### src/rtl/shared_counters_pkg.sv
// Shared types for the shared counter pool: command codes, read FSM states and default sizing.
package shared_counters_pkg;
  localparam int N_DEF = 10;
  localparam int G_DEF = 4;
  localparam int ID_W  = $clog2(N_DEF);

  typedef enum logic [2:0] {
    CMD_IDLE    = 3'b000,
    CMD_INC     = 3'b001,
    CMD_NEW     = 3'b010,
    CMD_DEALLOC = 3'b011,
    CMD_LOAD    = 3'b100,
    CMD_READ    = 3'b101
  } cmd_t;

  typedef enum logic [1:0] {RD_IDLE, RD_BURST, RD_HOLD} rd_state_t;
endpackage

### src/rtl/shared_counters_core_slice_allocator.sv
// Combinational first-fit search over the free-slice mask, plus lowest free counter id.
module slice_allocator #(
  parameter int n = 10
) (
  input  logic [n-1:0]         free_mask,
  input  logic [n-1:0]         id_used,
  input  logic [31:0]          size,
  output logic                 found,
  output logic [$clog2(n)-1:0] base,
  output logic                 id_found,
  output logic [$clog2(n)-1:0] free_id
);
  localparam int IW = $clog2(n);

  int   sz;
  logic fit;

  always_comb begin
    found    = 1'b0;
    base     = '0;
    id_found = 1'b0;
    free_id  = '0;
    fit      = 1'b0;
    // oversize requests collapse to 0 so the window math never overflows
    sz       = (size > 32'(n)) ? 0 : int'(size);
    // scan downwards so the lowest fitting base / free id wins
    for (int b = n - 1; b >= 0; b--) begin
      fit = (sz != 0) && (sz <= n - b);
      for (int j = 0; j < n; j++)
        if (j >= b && j < b + sz && !free_mask[j]) fit = 1'b0;
      if (fit) begin
        found = 1'b1;
        base  = IW'(b);
      end
      if (!id_used[b]) begin
        id_found = 1'b1;
        free_id  = IW'(b);
      end
    end
  end
endmodule

### src/rtl/shared_counters_core.sv
// Pool of g-bit slices grouped into variable-width counters with increment, clear, free and serial read.
module shared_counters_core
  import shared_counters_pkg::*;
#(
  parameter int n = N_DEF,
  parameter int g = G_DEF
) (
  input  logic                    clk,
  input  logic                    rst,
  input  logic [$clog2(n)-1:0]    id,
  input  logic [2:0]              command_in,
  input  logic [31:0]             new_counter_size,
  output logic [n-1:0][g-1:0]     data_out,
  output logic [$clog2(n):0]      allocation_id,
  output logic                    valid_allocation_id,
  output logic [g-1:0]            rdata_out,
  output logic                    valid_data_out,
  output logic                    last
);
  localparam int IW = $clog2(n);
  localparam int SW = $clog2(n + 1);

  logic [n-1:0][g-1:0]  slices, inc_val;
  logic [n-1:0]         used, id_valid, in_cnt;
  logic [n-1:0][IW-1:0] id_base;
  logic [n-1:0][SW-1:0] id_size;
  logic [IW-1:0]        sel_base, a_base, a_id, rd_base;
  logic [SW-1:0]        sel_size, rd_size, rd_idx;
  logic                 id_ok, carry, found, id_free, alloc_ok;
  rd_state_t            rd_state;
  cmd_t                 cmd;

  assign cmd      = cmd_t'(command_in);
  assign data_out = slices;
  assign alloc_ok = (cmd == CMD_NEW) && found && id_free;

  slice_allocator #(.n(n)) u_alloc (
    .free_mask(~used),
    .id_used  (id_valid),
    .size     (new_counter_size),
    .found    (found),
    .base     (a_base),
    .id_found (id_free),
    .free_id  (a_id)
  );

  // id lookup, slice membership and the carry chain across the selected counter
  always_comb begin
    id_ok    = 1'b0;
    sel_base = '0;
    sel_size = '0;
    for (int i = 0; i < n; i++)
      if (int'(id) == i) begin
        id_ok    = id_valid[i];
        sel_base = id_base[i];
        sel_size = id_size[i];
      end
    in_cnt  = '0;
    inc_val = slices;
    carry   = 1'b1;
    for (int s = 0; s < n; s++)
      if (s >= int'(sel_base) && s < int'(sel_base) + int'(sel_size)) begin
        in_cnt[s]  = 1'b1;
        inc_val[s] = slices[s] + {{(g-1){1'b0}}, carry};
        carry      = carry & (&slices[s]);
      end
  end

  always_ff @(posedge clk or negedge rst)
    if (!rst) begin
      slices   <= '0;
      used     <= '0;
      id_valid <= '0;
      id_base  <= '0;
      id_size  <= '0;
    end else begin
      unique case (cmd)
        CMD_INC:  if (id_ok) slices <= inc_val;
        CMD_LOAD: if (id_ok)
          for (int s = 0; s < n; s++) if (in_cnt[s]) slices[s] <= '0;
        CMD_DEALLOC: if (id_ok) begin
          id_valid[id] <= 1'b0;
          for (int s = 0; s < n; s++)
            if (in_cnt[s]) begin
              used[s]   <= 1'b0;
              slices[s] <= '0;
            end
        end
        CMD_NEW: if (alloc_ok) begin
          id_valid[a_id] <= 1'b1;
          id_base[a_id]  <= a_base;
          id_size[a_id]  <= new_counter_size[SW-1:0];
          for (int s = 0; s < n; s++)
            if (s >= int'(a_base) && s < int'(a_base) + int'(new_counter_size[SW-1:0])) begin
              used[s]   <= 1'b1;
              slices[s] <= '0;
            end
        end
        default: ;
      endcase
    end

  always_ff @(posedge clk or negedge rst)
    if (!rst) begin
      allocation_id       <= '0;
      valid_allocation_id <= 1'b0;
    end else begin
      valid_allocation_id <= (cmd == CMD_NEW);
      if (cmd == CMD_NEW) allocation_id <= alloc_ok ? {1'b0, a_id} : '1;
    end

  // HOLD blocks a still-asserted read from starting a second burst
  always_ff @(posedge clk or negedge rst)
    if (!rst) begin
      rd_state <= RD_IDLE;
      rd_base  <= '0;
      rd_size  <= '0;
      rd_idx   <= '0;
    end else begin
      unique case (rd_state)
        RD_IDLE: if (cmd == CMD_READ && id_ok) begin
          rd_state <= RD_BURST;
          rd_base  <= sel_base;
          rd_size  <= sel_size;
          rd_idx   <= '0;
        end
        RD_BURST: if (rd_idx == rd_size - SW'(1)) rd_state <= RD_HOLD;
                  else rd_idx <= rd_idx + SW'(1);
        RD_HOLD:  if (cmd != CMD_READ) rd_state <= RD_IDLE;
        default:  rd_state <= RD_IDLE;
      endcase
    end

  assign valid_data_out = (rd_state == RD_BURST);
  assign last           = valid_data_out && (rd_idx == rd_size - SW'(1));

  always_comb begin
    rdata_out = '0;
    if (valid_data_out)
      for (int s = 0; s < n; s++)
        if (s == int'(rd_base) + int'(rd_idx)) rdata_out = slices[s];
  end
endmodule

### config.mk
export PLATFORM = sky130hd
export DESIGN_NAME = shared_counters_core
export DESIGN_NICKNAME = d
export VERILOG_FILES = /design/src/rtl/shared_counters_pkg.sv /design/src/rtl/shared_counters_core_slice_allocator.sv /design/src/rtl/shared_counters_core.sv
export SDC_FILE = /design/constraint.sdc
export NUM_CORES = 1
export LEC_CHECK = 0
export ABC_AREA = 1
export BUFFER_PORTS_ARGS = -buffer_cell sky130_fd_sc_hd__buf_2
export CAP_MARGIN = 20
export CORE_MARGIN = 2
export CORE_UTILIZATION = 39
export CTS_CLUSTER_DIAMETER = 50
export DETAILED_ROUTE_END_ITERATION = 16
export PLACE_DENSITY_LB_ADDON = 0.3
export SYNTH_ARGS = -nofsm -noshare
export SYNTH_HDL_FRONTEND = slang
export SYNTH_SLANG_ARGS = --single-unit
export TNS_END_PERCENT = 20
### constraint.sdc
create_clock -name clk -period 5.11 [get_ports clk]
set_input_delay 0.511 -clock clk [delete_from_list [all_inputs] [get_ports clk]]
set_output_delay 0.511 -clock clk [all_outputs]
set_load 0.1 [all_outputs]
==> results of run 1 <==
-- final cells by class --
type	instances	area (um2)
clock buffer	17	425.4
clock inverter	15	167.7
fill	2709	14170
inverter	173	649.4
multi-input combinational	1145	6027
sequential	160	4004
tap	341	426.7
timing repair buffer	183	1152
-- per-layer routing --
metal,vias up,part of all wire [%]
li1,5306,-
met1,5042,46
met2,345,46
met3,47,6.0
met4,2,1.9
met5,-,0.048
-- worst max-delay path, delay by kind of cell --
kind | cells | cell delay [ns]
xor gates and xnor gates | 1 | 0.18
buffers and inverters | 11 | 1.08
AOI/OAI and AO/OA | 6 | 1.10
adders and majority gates | 3 | 0.61
and+or+nand+nor | 14 | 1.49
-- sequential cells by signal, indices dropped and copies added (netlist names) --
name / flops
rd_size: 4
id_size: 40
allocation_id: 5
valid_allocation_id: 1
rd_base: 4
used: 10
data_out: 40
id_valid: 10
rd_idx: 4
id_base: 40
rd_state: 2
-- cell families after synthesis --
logic type / share of synthesized area, %
simple gates: 30.15
other cells: 0.06983
fa+ha+maj: 6.725
xor+xnor: 2.280
flops: 37.23
buf+inv: 7.632
compound gates: 15.92
-- how the worst min path moves through the flow --
| stage | cells after the start | endpoint | from |
|---|---|---|---|
| after floorplan | 0 | allocation_id[0] | rst |
| after global placement | 1 | data_out[19] | rst |
| after detailed placement | 1 | data_out[16] | rst |
| after CTS | 2 | id_size[24] | id_size[24] |
| after global routing | 2 | id_size[38] | id_size[38] |
| final | 2 | id_size[24] | id_size[24] |
-- cells in the final DEF, fill, tap and decap left out, drive strengths merged, types with 2 or more instances in the layout --
master    synthesis  final
or2              11     11
o2111ai           7      7
o211ai            9      9
o21a              3      3
dfrtp           160    160
fa                3      3
nor3             19     19
clkinvlp          0      3
xnor2             8      8
a211oi            3      3
a221oi            6      6
a2bb2oi           3      3
a22o              4      4
a41oi             3      3
a31oi             5      5
xor2             20     20
a21oi            64     64
nand2           452    452
clkinv            2      6
ha               53     53
conb              2      3
clkbuf           20     17
o21ai           190    190
nand3           113    113
nor2            126    126
and2              3      3
buf              12    182
o22ai             5      5
inv             171    179
nand4            25     25
a22oi             2      2
-- repair_timing --
action	4_1_cts	5_1_grt
setup endpoints to repair	0	40
resized for setup	0	30
hold buffers	1	0
setup buffers	0	2
endpoints found under the hold margin	36	0
-- through the flow --
stage / area (um2) / hold slack, ns / util (%) / total power [W]
6_report: 12850 / 0.4882 / 47.56 / 0.004940
2_1_floorplan: 10760 / 0.2154 / - / 0.003164
4_1_cts: 12750 / 0.4898 / 47.16 / 0.004933
5_1_grt: 12850 / 0.5114 / 47.56 / 0.005199
3_3_place_gp: 12140 / 0.4309 / 44.93 / 0.003623
3_5_place_dp: 12140 / 0.4306 / 44.93 / 0.003653
-- power groups by stage --
stage	sequential [W]	combinational, W	clock (W)
finish	0.00169	0.00197	0.00128
global route	0.00171	0.00213	0.00135
CTS	0.00168	0.00196	0.00129
detailed placement	0.00170	0.00195	0
global placement	0.00170	0.00192	0
floorplan	0.00229	0.000876	0
==> metrics.md, run 1 <==
| Metric | Value |
|---|---|
| Status | `finished, final reports clean` |
| Clock Latency Late Sink | `0.43 ns` |
| Sw Pwr | `roughly 0.0024 W` |
| Final HPWL from detailed placement | `about 24000 um` |
| Fin crit share | `91.77%` |
| Biggest area consumer among synthesized cells | `dfrtp_1` |
| Iteration count of the initial detailed-routing pass | `8` |
| Top FF cell, synth | `dfrtp_1` |
| Fmax | `213.2 MHz` |
| Finished Layout Cells | `2034` |
| I/O pins | `93` |
| EDFF count, synth | `0` |
| Cells after Synth | `1509` |
| Max stage delay on crit path | `~0.33 ns` |
| Max_cap viols | `0` |
| GRT Total Usage | `22.01%` |
| Least-Margin Pin Slew | `0.8895 ns` |
| Max Slew Vio Count | `0` |
| CTS Root Cell | `clkbuf_16` |
| CP Max Fanout | `5` |
| FF-to-FF path depth | `29` |
| Initial antenna violation count | `1` |
| Synth top area share | `between 30 and 40%` |
| Die area | `0.02892 mm2` |
| Gr ovfl total | `0` |
| Layout area overhead | `19.51%` |
| Post-layout min period | `4.690 ns` |
| Vias in the first global route | `roughly 10000` |
| Critical R2R Launch | `id_size[1]` |
| Final worst-path setup slack | `0.4205 ns` |
| 1st-iter DRT viols | `970` |
| Cell Area, Synth | `0.01075 mm2` |
| Setup-failing EPs final | `0` |
| Vias/cell | `5.281` |
| CP max stage cell | `a221o_1` |
| Leakage | `6.652 nW` |
| Ys Warns | `0` |
| Core area | `0.02703 mm2` |
| Largest net degree at the start of global routing | `71` |
| Row count | `60` |
| Clock tree buffer depth | `2` |
| Synthesized flop and latch total | `160` |
| Asr flop ratio synth | `100.0%` |
| Worst Path Required | `5.42 ns` |
| Reg-to-reg slack, setup | `0.47 ns` |
| Ranking of synthesized cells by area | `dfrtp_1 37%, nand2_1 15%, ha_1 6.2%` |
| CP Launch Type | `primary input` |
| Wire per inst | `approximately 15 um` |
| Place WS | `-0.1234 ns` |
| Initial Util | `39.79%` |
| Via count | `10742` |
| N_diodes | `0` |
| Clock group share of total power | `between 20% and 30%` |
| CTS clk-pin slew, worst paths | `0.07 ns` |
| Cell internal pwr | `0.002533 W` |
| Switching share of power | `48.71%` |
| Worst vdd ir | `0.1826 mV` |
| Worst path arrival time | `5.00 ns` |
| Syn_area_per_cell | `7.127 um2` |
| H-tree Lvls | `4` |
| Sequential cell area fraction in the yosys report | `37.23%` |
| Die extent in x | `170.1 um` |
| Final hold violations | `0` |
| Final WL | `31230 um` |
| Seq pwr share | `34.2%` |
| First-pass GRT wire length | `51390 um` |
| Critical Path End | `data_out[26]` |
| Netlist cell types | `51` |
| IO buf count | `92` |
| CTS buffer count | `17` |
| Placed insts | `1999` |
| TritonCTS clock tree | `yes` |
| Most frequent cells after synthesis | `440 x nand2_1, 165 x inv_1, 160 x dfrtp_1` |
| Worst R2R End | `data_out[26]` |
| Setup TNS | `0 ns` |
| Chip height | `170.1 um` |
| Worst relative slew slack | `40.70%` |
| ANT nets after route | `0` |
| Drt drc | `0` |
| # clock sinks | `between 150 and 200` |
| Crit. End Element | `flop` |
| GRT busiest layer | `met2` |
| Crit. Startpoint | `id[1]` |
| Met3 Usage GRT | `2.837%` |
| Comb power frac | `39.9%` |
| Share of cells above drive strength 1 | `17.19%` |
| Gpl congestion | `0.9317` |
| M2 GR Usage | `36.37%` |
| Worst min path class | `reg2reg` |
| Count leader, synth | `nand2_1` |
| GRT met1 Usage | `30.21%` |
| Fin nets | `approximately 1800` |
| Clock Skew | `0.009670 ns` |
| Pwr Density | `384.4 mW/mm2` |
| Setup CP Type | `in2reg` |
Power figures use the tool's default switching activity.
==> run 2: changes to the inputs <==
CELL_PAD_IN_SITES_DETAIL_PLACEMENT = 0   (was default)
CELL_PAD_IN_SITES_GLOBAL_PLACEMENT = 1   (was default)
==> run 2 against run 1 <==
Register-to-register slack improved by 0.06 ns. Die area unchanged. Highest routed layer is now met4. Clock power is essentially flat. Clock skew rose by 0.0082 ns. Cell count is 0.44% higher. Utilization increased by 0.40 points. Non-clock buffer count grew 9. Via count shrank 1.6%. Sequential cell count stayed put. Sequential share of layout area is 0.26 points lower.
==> metrics.md, run 2 (synthesis gave the netlist of run 1 again) <==
| Metric | Value |
|---|---|
| Setup-failing EPs final | `0 (unchanged)` |
| Final Cell Area | `0.01296 mm2 (+0.85%)` |
| Placed insts | `2009 (+0.50%)` |
| Final WL | `32930 um (+5.5%)` |
| Initial antenna violation count | `0 (-1)` |
| Status | `finished, final reports clean` |
| IO buf count | `92 (unchanged)` |
| # clock sinks | `160 (unchanged)` |
| Iteration count of the initial detailed-routing pass | `5 (-3)` |
| Die extent in x | `170.1 um (unchanged)` |
| I/O pins | `93 (unchanged)` |
| Worst min path class | `in2async` |
| Max_cap viols | `0 (unchanged)` |
| Final HPWL from detailed placement | `25020 um (+5.9%)` |
| Initial Util | `39.79% (unchanged)` |
| Final hold violations | `0 (unchanged)` |
| Setup TNS | `0 ns (unchanged)` |
| Pwr Density | `381.2 mW/mm2 (-0.83%)` |
| Fmax | `209.5 MHz (-1.7%)` |
| Finished Layout Cells | `2043 (+0.44%)` |
| Max stage delay on crit path | `0.31 ns (-0.02 ns)` |
| CTS buffer count | `17 (unchanged)` |
| Worst relative slew slack | `48.84% (+8.1 points)` |
| Place WS | `-0.4539 ns (-0.3306 ns)` |
| Via count | `10570 (-1.6%)` |
| Vias in the first global route | `10302 (+1.4%)` |
| Worst path arrival time | `5.13 ns (+0.13 ns)` |
| Clock Latency Late Sink | `0.44 ns (about the same)` |
| Clock tree buffer depth | `2 (unchanged)` |
| Reg-to-reg slack, setup | `0.53 ns (+0.06 ns)` |
| 1st-iter DRT viols | `695 (-28%)` |
| Commonest non-fill, non-tap cell in the layout | `nand2_1` |
| Worst Path Required | `5.47 ns (+0.05 ns)` |
| Post-layout min period | `4.772 ns (+0.08269 ns)` |
| GRT Total Usage | `23.57% (+1.6 points)` |
| Fin crit share | `93.39% (+1.6 points)` |
| Most frequent cells in the layout | `434 x nand2_1, 164 x inv_1, 160 x dfrtp_1` |
| CP max stage cell | `ha_4` |
| Setup CP Type | `in2reg` |
| Gpl congestion | `0.9145 (-1.8%)` |
| ANT nets after route | `0 (unchanged)` |
| Crit. End Element | `flop` |
| Vias/cell | `5.174 (-2.0%)` |
| Core area | `0.02703 mm2 (unchanged)` |
| Worst vdd ir | `0.2618 mV (+43%)` |
| N_diodes | `0 (unchanged)` |
| Share of cells above drive strength 1 | `17.98% (+0.79 points)` |
| H-tree Lvls | `4 (unchanged)` |
| Leakage | `6.701 nW (+0.74%)` |
| CP Max Fanout | `4 (-1)` |
| Chip height | `170.1 um (unchanged)` |
| Largest net degree at the start of global routing | `66 (-7.0%)` |
| Final worst-path setup slack | `0.3378 ns (-0.08269 ns)` |
| CTS clk-pin slew, worst paths | `0.07 ns (about the same)` |
| Gr ovfl total | `0 (unchanged)` |
| First-pass GRT wire length | `54010 um (+5.1%)` |
| Row count | `60 (unchanged)` |
| Drt drc | `0 (unchanged)` |
| CP Launch Type | `primary input` |
| Clock Skew | `0.01785 ns (+0.008179 ns)` |
| Worst hold slack | `0.07832 ns (-0.4098 ns)` |
| Hold bufs inserted after CTS | `0 (-1)` |
| Least-Margin Pin Slew | `0.7646 ns (-0.1249 ns)` |
| Area after DPL | `0.01222 mm2 (+0.62%)` |
| Layout area overhead | `20.52%` |
| Fin nets | `1786 (+0.51%)` |
| Wire per inst | `16.12 um (+5.0%)` |
| Die area | `0.02892 mm2 (unchanged)` |
| TritonCTS clock tree | `yes` |
| Max Slew Vio Count | `0 (unchanged)` |
| CTS Root Cell | `clkbuf_16` |
-- run 2: changes by cell type in the layout (fill, tap and decap cells not counted), sizes merged --
cell	before	now
clkbuf	17	18
clkinvlp	3	0
inv	179	181
dlygate4sd3	1	0
buf	182	192
-- run 2: metrics by stage --
stage	total power [W]	utilization [%]
after floorplan	0.003164	-
after global placement	0.003639	45.21
after detailed placement	0.003666	45.21
after CTS	0.004964	47.40
after global routing	0.005229	47.96
final	0.004940	47.96
-- run 2: final timing paths --
| path | startpoint | to | depth (start not counted) |
|---|---|---|---|
| max | id[1] | data_out[39] | 38 |
| min | rst | used[5] | 1 |
| max reg2reg | id_size[0] | data_out[39] | 32 |
| min reg2reg | id_size[24] | id_size[24] | 2 |
| max in group asynchronous | rst | id_size[36] | 2 |
| min in group clk | id_size[24] | id_size[24] | 2 |
-- run 2: report_power, final --
group          switching [W]  internal, W
Clock               0.000632     0.000659
Combinational        0.00151     0.000455
Sequential          0.000256      0.00142
Total                0.00240      0.00254
-- run 2: final cells by class --
type	count	area (um2)
fill	2802	14060
multi-input combinational	1145	6077
sequential	160	4004
timing repair buffer	192	1217
inverter	173	649.4
clock buffer	18	429.2
tap	341	426.7
clock inverter	14	157.7
-- run 2: routing by layer --
metal	routed length [um]	vias up	GRT usage, %
li1	-	5340	-
met1	15410	4987	31.42
met2	15830	200	39.94
met3	1110	43	3.488
met4	586	0	6.392
met5	0	-	0
-- run 2: critical path: cells and delay by family --
| family | cells | cell delay (ns) |
|---|---|---|
| XOR/XNOR | 2 | 0.31 |
| AND/OR/NAND/NOR | 19 | 2.07 |
| AO/OA/AOI/OAI | 4 | 0.72 |
| adder cells (fa/ha/maj) | 2 | 0.49 |
| buffers and inverters | 11 | 1.00 |
-- run 2: what timing repair did --
action	in CTS	in global routing
pin swaps	0	6
gates cloned	0	0
resized for setup	1	39
endpoints found under the hold margin	0	0
buffers inserted	0	2
setup endpoints to repair	1	41
